--- config.mk ---
export PLATFORM = sky130hd
export DESIGN_NAME = dvi_tx_tmds_encoder_flat
export DESIGN_NICKNAME = d
export VERILOG_FILES = /design/src/rtl/dvi_tx_tmds_encoder_if.sv /design/src/rtl/dvi_tx_tmds_encoder.sv /design/src/flat_wrapper.sv
export SDC_FILE = /design/constraint.sdc
export NUM_CORES = 1
export LEC_CHECK = 0
export ABC_AREA = 1
export ABC_CLOCK_PERIOD_IN_PS = 5900
export CORE_MARGIN = 3
export CORE_UTILIZATION = 40
export DETAILED_ROUTE_END_ITERATION = 7
export PLACE_DENSITY = 0.61
export SLEW_MARGIN = 15
export SYNTH_ARGS = -nofsm -noshare
export SYNTH_HDL_FRONTEND = slang
export SYNTH_SLANG_ARGS = --single-unit
--- constraint.sdc ---
create_clock -name pixel_clock -period 5.9 [get_ports pixel_clock]
set_clock_uncertainty 0.15 [all_clocks]
set_input_delay 0.885 -clock pixel_clock [delete_from_list [all_inputs] [get_ports pixel_clock]]
set_output_delay 0.885 -clock pixel_clock [all_outputs]
set_load 0.01 [all_outputs]
--- src/rtl/dvi_tx_tmds_encoder_if.sv ---
// Pixel-side signals of one TMDS lane: symbol request in, encoded 10-bit symbol out.
interface dvi_tx_tmds_encoder_if;
  logic       de;
  logic [7:0] data;
  logic [1:0] ctrl;
  logic [9:0] tmds_data;

  modport master (output de, data, ctrl, input tmds_data);
  modport slave  (input de, data, ctrl, output tmds_data);
endinterface

--- src/rtl/dvi_tx_tmds_encoder.sv ---
// DVI 1.0 TMDS encoder, one lane, 2-cycle latency (3 with DVI_TX_ENC_OUT_REG_EN defined).
// Stage 1 minimises transitions, stage 2 balances DC using a signed running disparity.
module dvi_tx_tmds_encoder #(
  parameter int DISP_WIDTH = 5
) (
  input logic                   pixel_clock,
  input logic                   reset,
  dvi_tx_tmds_encoder_if.slave  bus
);
  typedef logic signed [DISP_WIDTH-1:0] disp_t;

  localparam logic [9:0] CTRL_00 = 10'h354;
  localparam logic [9:0] CTRL_01 = 10'h0AB;
  localparam logic [9:0] CTRL_10 = 10'h154;
  localparam logic [9:0] CTRL_11 = 10'h2AB;
  localparam disp_t      ZERO    = disp_t'(0);
  localparam disp_t      TWO     = disp_t'(2);

  function automatic logic [3:0] popcnt8(input logic [7:0] v);
    logic [3:0] n;
    n = '0;
    for (int i = 0; i < 8; i++) n = n + {3'b000, v[i]};
    return n;
  endfunction

  function automatic logic [8:0] min_trans(input logic [7:0] d);
    logic [8:0] q;
    logic [3:0] n1;
    logic       use_xnor;
    n1       = popcnt8(d);
    use_xnor = (n1 > 4'd4) || ((n1 == 4'd4) && !d[0]);
    q[0]     = d[0];
    for (int i = 1; i < 8; i++)
      q[i] = use_xnor ? ~(q[i-1] ^ d[i]) : (q[i-1] ^ d[i]);
    q[8] = ~use_xnor;
    return q;
  endfunction

  logic       de_s1_d, de_s1_q;
  logic [1:0] ctrl_s1_d, ctrl_s1_q;
  logic [8:0] qm_s1_d, qm_s1_q;
  logic [9:0] tmds_d, tmds_q;
  disp_t      cnt_d, cnt_q;

  always_comb begin
    de_s1_d   = bus.de;
    ctrl_s1_d = bus.ctrl;
    qm_s1_d   = min_trans(bus.data);
  end

  logic [3:0] n1q, n0q;
  logic       qm8, cnt_pos, cnt_neg;
  disp_t      bal;

  always_comb begin
    n1q     = popcnt8(qm_s1_q[7:0]);
    n0q     = 4'd8 - n1q;
    qm8     = qm_s1_q[8];
    bal     = disp_t'(n1q) - disp_t'(n0q);
    cnt_neg = cnt_q[DISP_WIDTH-1];
    cnt_pos = !cnt_neg && (cnt_q != ZERO);
    tmds_d  = CTRL_00;
    cnt_d   = cnt_q;
    if (!de_s1_q) begin
      // blanking restarts the disparity so each active segment starts balanced
      unique case (ctrl_s1_q)
        2'b00: tmds_d = CTRL_00;
        2'b01: tmds_d = CTRL_01;
        2'b10: tmds_d = CTRL_10;
        2'b11: tmds_d = CTRL_11;
      endcase
      cnt_d = ZERO;
    end else if ((cnt_q == ZERO) || (n1q == n0q)) begin
      tmds_d = {~qm8, qm8, qm8 ? qm_s1_q[7:0] : ~qm_s1_q[7:0]};
      cnt_d  = qm8 ? (cnt_q + bal) : (cnt_q - bal);
    end else if ((cnt_pos && (n1q > n0q)) || (cnt_neg && (n0q > n1q))) begin
      tmds_d = {1'b1, qm8, ~qm_s1_q[7:0]};
      cnt_d  = cnt_q + (qm8 ? TWO : ZERO) - bal;
    end else begin
      tmds_d = {1'b0, qm8, qm_s1_q[7:0]};
      cnt_d  = cnt_q - (qm8 ? ZERO : TWO) + bal;
    end
  end

  always_ff @(posedge pixel_clock) begin
    if (reset) begin
      de_s1_q   <= 1'b0;
      ctrl_s1_q <= 2'b00;
      qm_s1_q   <= '0;
      tmds_q    <= CTRL_00;
      cnt_q     <= ZERO;
    end else begin
      de_s1_q   <= de_s1_d;
      ctrl_s1_q <= ctrl_s1_d;
      qm_s1_q   <= qm_s1_d;
      tmds_q    <= tmds_d;
      cnt_q     <= cnt_d;
    end
  end

`ifdef DVI_TX_ENC_OUT_REG_EN
  logic [9:0] out_d, out_q;

  always_comb out_d = tmds_q;

  always_ff @(posedge pixel_clock) begin
    if (reset) out_q <= CTRL_00;
    else       out_q <= out_d;
  end

  assign bus.tmds_data = out_q;
`else
  assign bus.tmds_data = tmds_q;
`endif
endmodule

--- src/flat_wrapper.sv ---
// flat-port wrapper written by rule: the top's interface ports become plain ports
module dvi_tx_tmds_encoder_flat 
#(
  parameter int DISP_WIDTH = 5
)
  (pixel_clock, reset, bus_de, bus_data, bus_ctrl, bus_tmds_data);
  dvi_tx_tmds_encoder_if bus_i ();
  input logic pixel_clock;
  input logic reset;
  input wire logic [$bits(bus_i.de)-1:0] bus_de;
  input wire logic [$bits(bus_i.data)-1:0] bus_data;
  input wire logic [$bits(bus_i.ctrl)-1:0] bus_ctrl;
  output wire logic [$bits(bus_i.tmds_data)-1:0] bus_tmds_data;
  assign bus_i.de = bus_de;
  assign bus_i.data = bus_data;
  assign bus_i.ctrl = bus_ctrl;
  assign bus_tmds_data = bus_i.tmds_data;
  dvi_tx_tmds_encoder #(.DISP_WIDTH(DISP_WIDTH)) u_core (.pixel_clock(pixel_clock), .reset(reset), .bus(bus_i));
endmodule
==> reports/results.md <==
| Parameter | This run |
|---|---|
| Top cells by area in the synthesized netlist | dfxtp_1, ha_1, fa_1 |
| Leading cell type by number of instances after synthesis | inv_1 |
| Worst Max-Slew Pin Slew | 672 ps |
| Largest net degree at the start of global routing | 18 |
| Relative slew slack | 54.8% |
| Die extent in x | 79.9 µm |
| Worst hold slack | 345 ps |
| Distinct cell type count of the synthesized netlist | 30 |
| CTS root buf | clkbuf_8 |
| Maximum level of the CTS H-tree | 1 |
| Wire length per cell after detailed routing | 10.7 µm |
| Post-detailed-route count of antenna-violating nets | 0 |
| Final wirelength | 4160 µm |
| Rows | 26 |
| Time the final worst path needs with I/O delays and setup | 5150 ps |
| Final clock period utilization by the worst path | 87.2% |
| Simple-gate share of the synthesized area | 24.3% |
| Nature of the critical path endpoint | flop |
| Critical Path AT | 5180 ps |
| Final-report setup violation count | 0 |
| Maximum achievable frequency | 194 MHz |
| Mean instance size in the synthesized netlist | 7.41 µm² |
| Total number of vias | 1792 |
| Total core area | 5200 µm² |
| Antenna violations before repair | 0 |
| Synth area leader | dfxtp_1 |
| Status | completed |
| Path class of the lowest-slack min-delay path | flop to flop |
| Synth Instances | 295 |
| Number of max-slew violations in the final report | 0 |
| Count of unresolved DRC violations after routing | 0 |
| Share of the yosys chip area belonging to registers | 24.7% |
| Number of cells traversed by the worst hold path | 2 |
| Dominant combinational cell family by area after synthesis | adder cells |
| Total of flip-flops plus latches after synthesis | 27 |
| Adder-Cell Fraction of Synth Area | 25.6% |
| Final standard cell count with taps included and fillers excluded | 389 |
| Y dimension of the die | 79.9 µm |
| Clk sinks | 27 |
| Util after Layout | 48.7% |
| Post-synthesis mux area share | 0% |
| Port buffer count | 22 |
| Routed vias/inst | 4.61 |
| DP Cell Count | 385 |
| Global-route wire length before repair | 7510 µm |
| Critical path type | flop to flop |
| CTS resizes | 0 |
| Nets in the synthesized netlist | 345 |
| Post-CTS setup buffers | 0 |
| Yosys Warn Count | 0 |
| Async S/R FF share, synth | 0% |
| Hold_buf cts | 0 |
| Crit-path max FO | 6 |
| Number of buffers on the longest clock path | 2 |
| CTS tree | yes |
| Required @ worst endpoint | 5930 ps |
| Die Area | 6390 µm² |
| Count of maximum capacitance violations | 0 |
| Worst-Skew Late Latency | 270 ps |
| Complex-gate fraction of the synthesized area | 9.56% |
| RSZ-0062 raised after global routing | false |
| Total congestion overflow after global routing | 0 |
| Total CTS buffers | 3 |
| Number of cells on the worst reg-to-reg path | 24 |
| Area share of xor/xnor cells in the synthesized design | 4.75% |
| Final hold violations | 0 |
| DRT iter0 DRCs | 54 |
| Total routing resource utilization after global routing | 14.6% |
| Clock slew at the register clock pins of the worst setup and hold paths | 100 ps |
| RePlAce Congestion | 0.838 |
| Layout cells sized above 1 | 4.70% |
| Dominant register cell in the synthesized netlist | dfxtp_1 |
| Top-area cell type share of the netlist area | 24.7% |
| Startpoint type of the worst setup path | flop |
| Net count of the finished layout | 370 |
| Layout overhead on the synthesized area | 16.0% |
| Via count of the first global-routing pass | 1774 |
| Aggregate negative setup slack | 0 ps |
| Top-level I/O count | 23 |
| Synth top cells by count | inv_1, nand2_1, dfxtp_1, ha_1, nor2_1 |
| Summed instance area of the synthesized netlist | 2190 µm² |
| TritonRoute pass-1 iters | 4 |
| Initial cell density of the core | 42.0% |
| Diode count | 0 |
| Count of flip-flops with a built-in enable after synthesis | 0 |
| Detail Placement HPWL | 3560 µm |
==> cells by family after synthesis <==
kind of cell             Yosys count
AO/OA/AOI/OAI                     36
XOR/XNOR                          11
adder cells (fa/ha/maj)           37
buffers and inverters             64
flip-flops                        27
AND/OR/NAND/NOR                  120
==> final timing paths <==
kind / startpoint / endpoint / slack (ps)
worst max register to register: u_core.qm_s1_q[0]$_SDFF_PP0_ / u_core.cnt_q[4]$_SDFF_PP0_ / 750
worst min register to register: flop / flop / 340
worst max-delay path: u_core.qm_s1_q[0]$_SDFF_PP0_ / u_core.cnt_q[4]$_SDFF_PP0_ / 750
worst min-delay path: flop / flop / 340
==> flip-flops by register name (all words and copies together), names as in the netlist, named ones only <==
| name | cells |
|---|---|
| u_core.cnt_q | 4 |
| u_core.de_s1_q | 1 |
| u_core.qm_s1_q | 9 |
| u_core.ctrl_s1_q | 2 |
| u_core.bus.tmds_data | 10 |
==> placed cells by master (no fill, tap or decap) <==
| cell | synthesis | layout |
|---|---|---|
| inv_1 | 62 | 62 |
| nand2_1 | 61 | 61 |
| dfxtp_1 | 27 | 27 |
| nor2_1 | 24 | 24 |
| ha_1 | 24 | 24 |
| clkdlybuf4s50_1 | 0 | 22 |
| nand3_1 | 21 | 21 |
| o21ai_0 | 14 | 14 |
| fa_1 | 13 | 13 |
| a21oi_1 | 11 | 11 |
| xor2_1 | 6 | 6 |
| xnor2_1 | 4 | 4 |
| nand2_4 | 3 | 3 |
| nand4_1 | 3 | 3 |
| o21ai_1 | 3 | 3 |
| clkbuf_8 | 0 | 3 |
| nand2_2 | 2 | 2 |
| o31ai_1 | 2 | 2 |
| a31oi_1 | 2 | 2 |
| nor2_4 | 1 | 1 |
| or2_2 | 1 | 1 |
| o21ai_2 | 1 | 1 |
| xor2_2 | 1 | 1 |
| nor2_2 | 1 | 1 |
| a21oi_4 | 1 | 1 |
| nor3_1 | 1 | 1 |
| or2_1 | 1 | 1 |
| and2_1 | 1 | 1 |
| o221ai_1 | 1 | 1 |
| o211ai_1 | 1 | 1 |
| inv_6 | 0 | 1 |
==> through the flow <==
stage                     area [µm²]  worst slack (ps)
after floorplan                 2190              1040
after global placement          2480               784
after detailed placement        2480               743
after CTS                       2530               729
after global routing            2530               261
final                           2530               753
==> layout make-up <==
| type | instances | area (µm²) |
|---|---|---|
| multi-input cells | 204 | 1400 |
| fillers | 542 | 2670 |
| repair buffers | 22 | 220 |
| flip-flops and latches | 27 | 541 |
| well taps | 70 | 87.6 |
| clock inverters | 1 | 8.76 |
| clock buffers | 3 | 41.3 |
| inverters | 62 | 233 |
==> worst max-delay path, stage by stage, from the launching register on <==
cell and delay, ps:
dfxtp_1 330, ha_1 280, inv_1 50, fa_1 500, fa_1 500, fa_1 410
fa_1 650, nand2_4 110, ha_1 310, inv_1 60, nand2_1 100, nand3_1 70
nand2_1 130, nand2_1 100, xnor2_1 150, inv_1 60, ha_1 310, a21oi_1 150
nand2_1 90, xor2_1 150, xor2_1 170, nand2_1 60, nand3_1 70, nand2_1 50
inv_1 40
==> per-layer routing <==
layer / up-vias / routed length (µm) / GRT usage [%]
met2: 23 / 2050 / 25.7
met3: 4 / 80 / 1.35
li1: 961 / - / -
met4: 0 / 49 / 3.72
met5: - / 0 / 0
met1: 804 / 1970 / 19.0
Power is left out: the tool's default activity adds up to more than one toggle a clock period on the data nets, which glitch-free logic cannot reach.
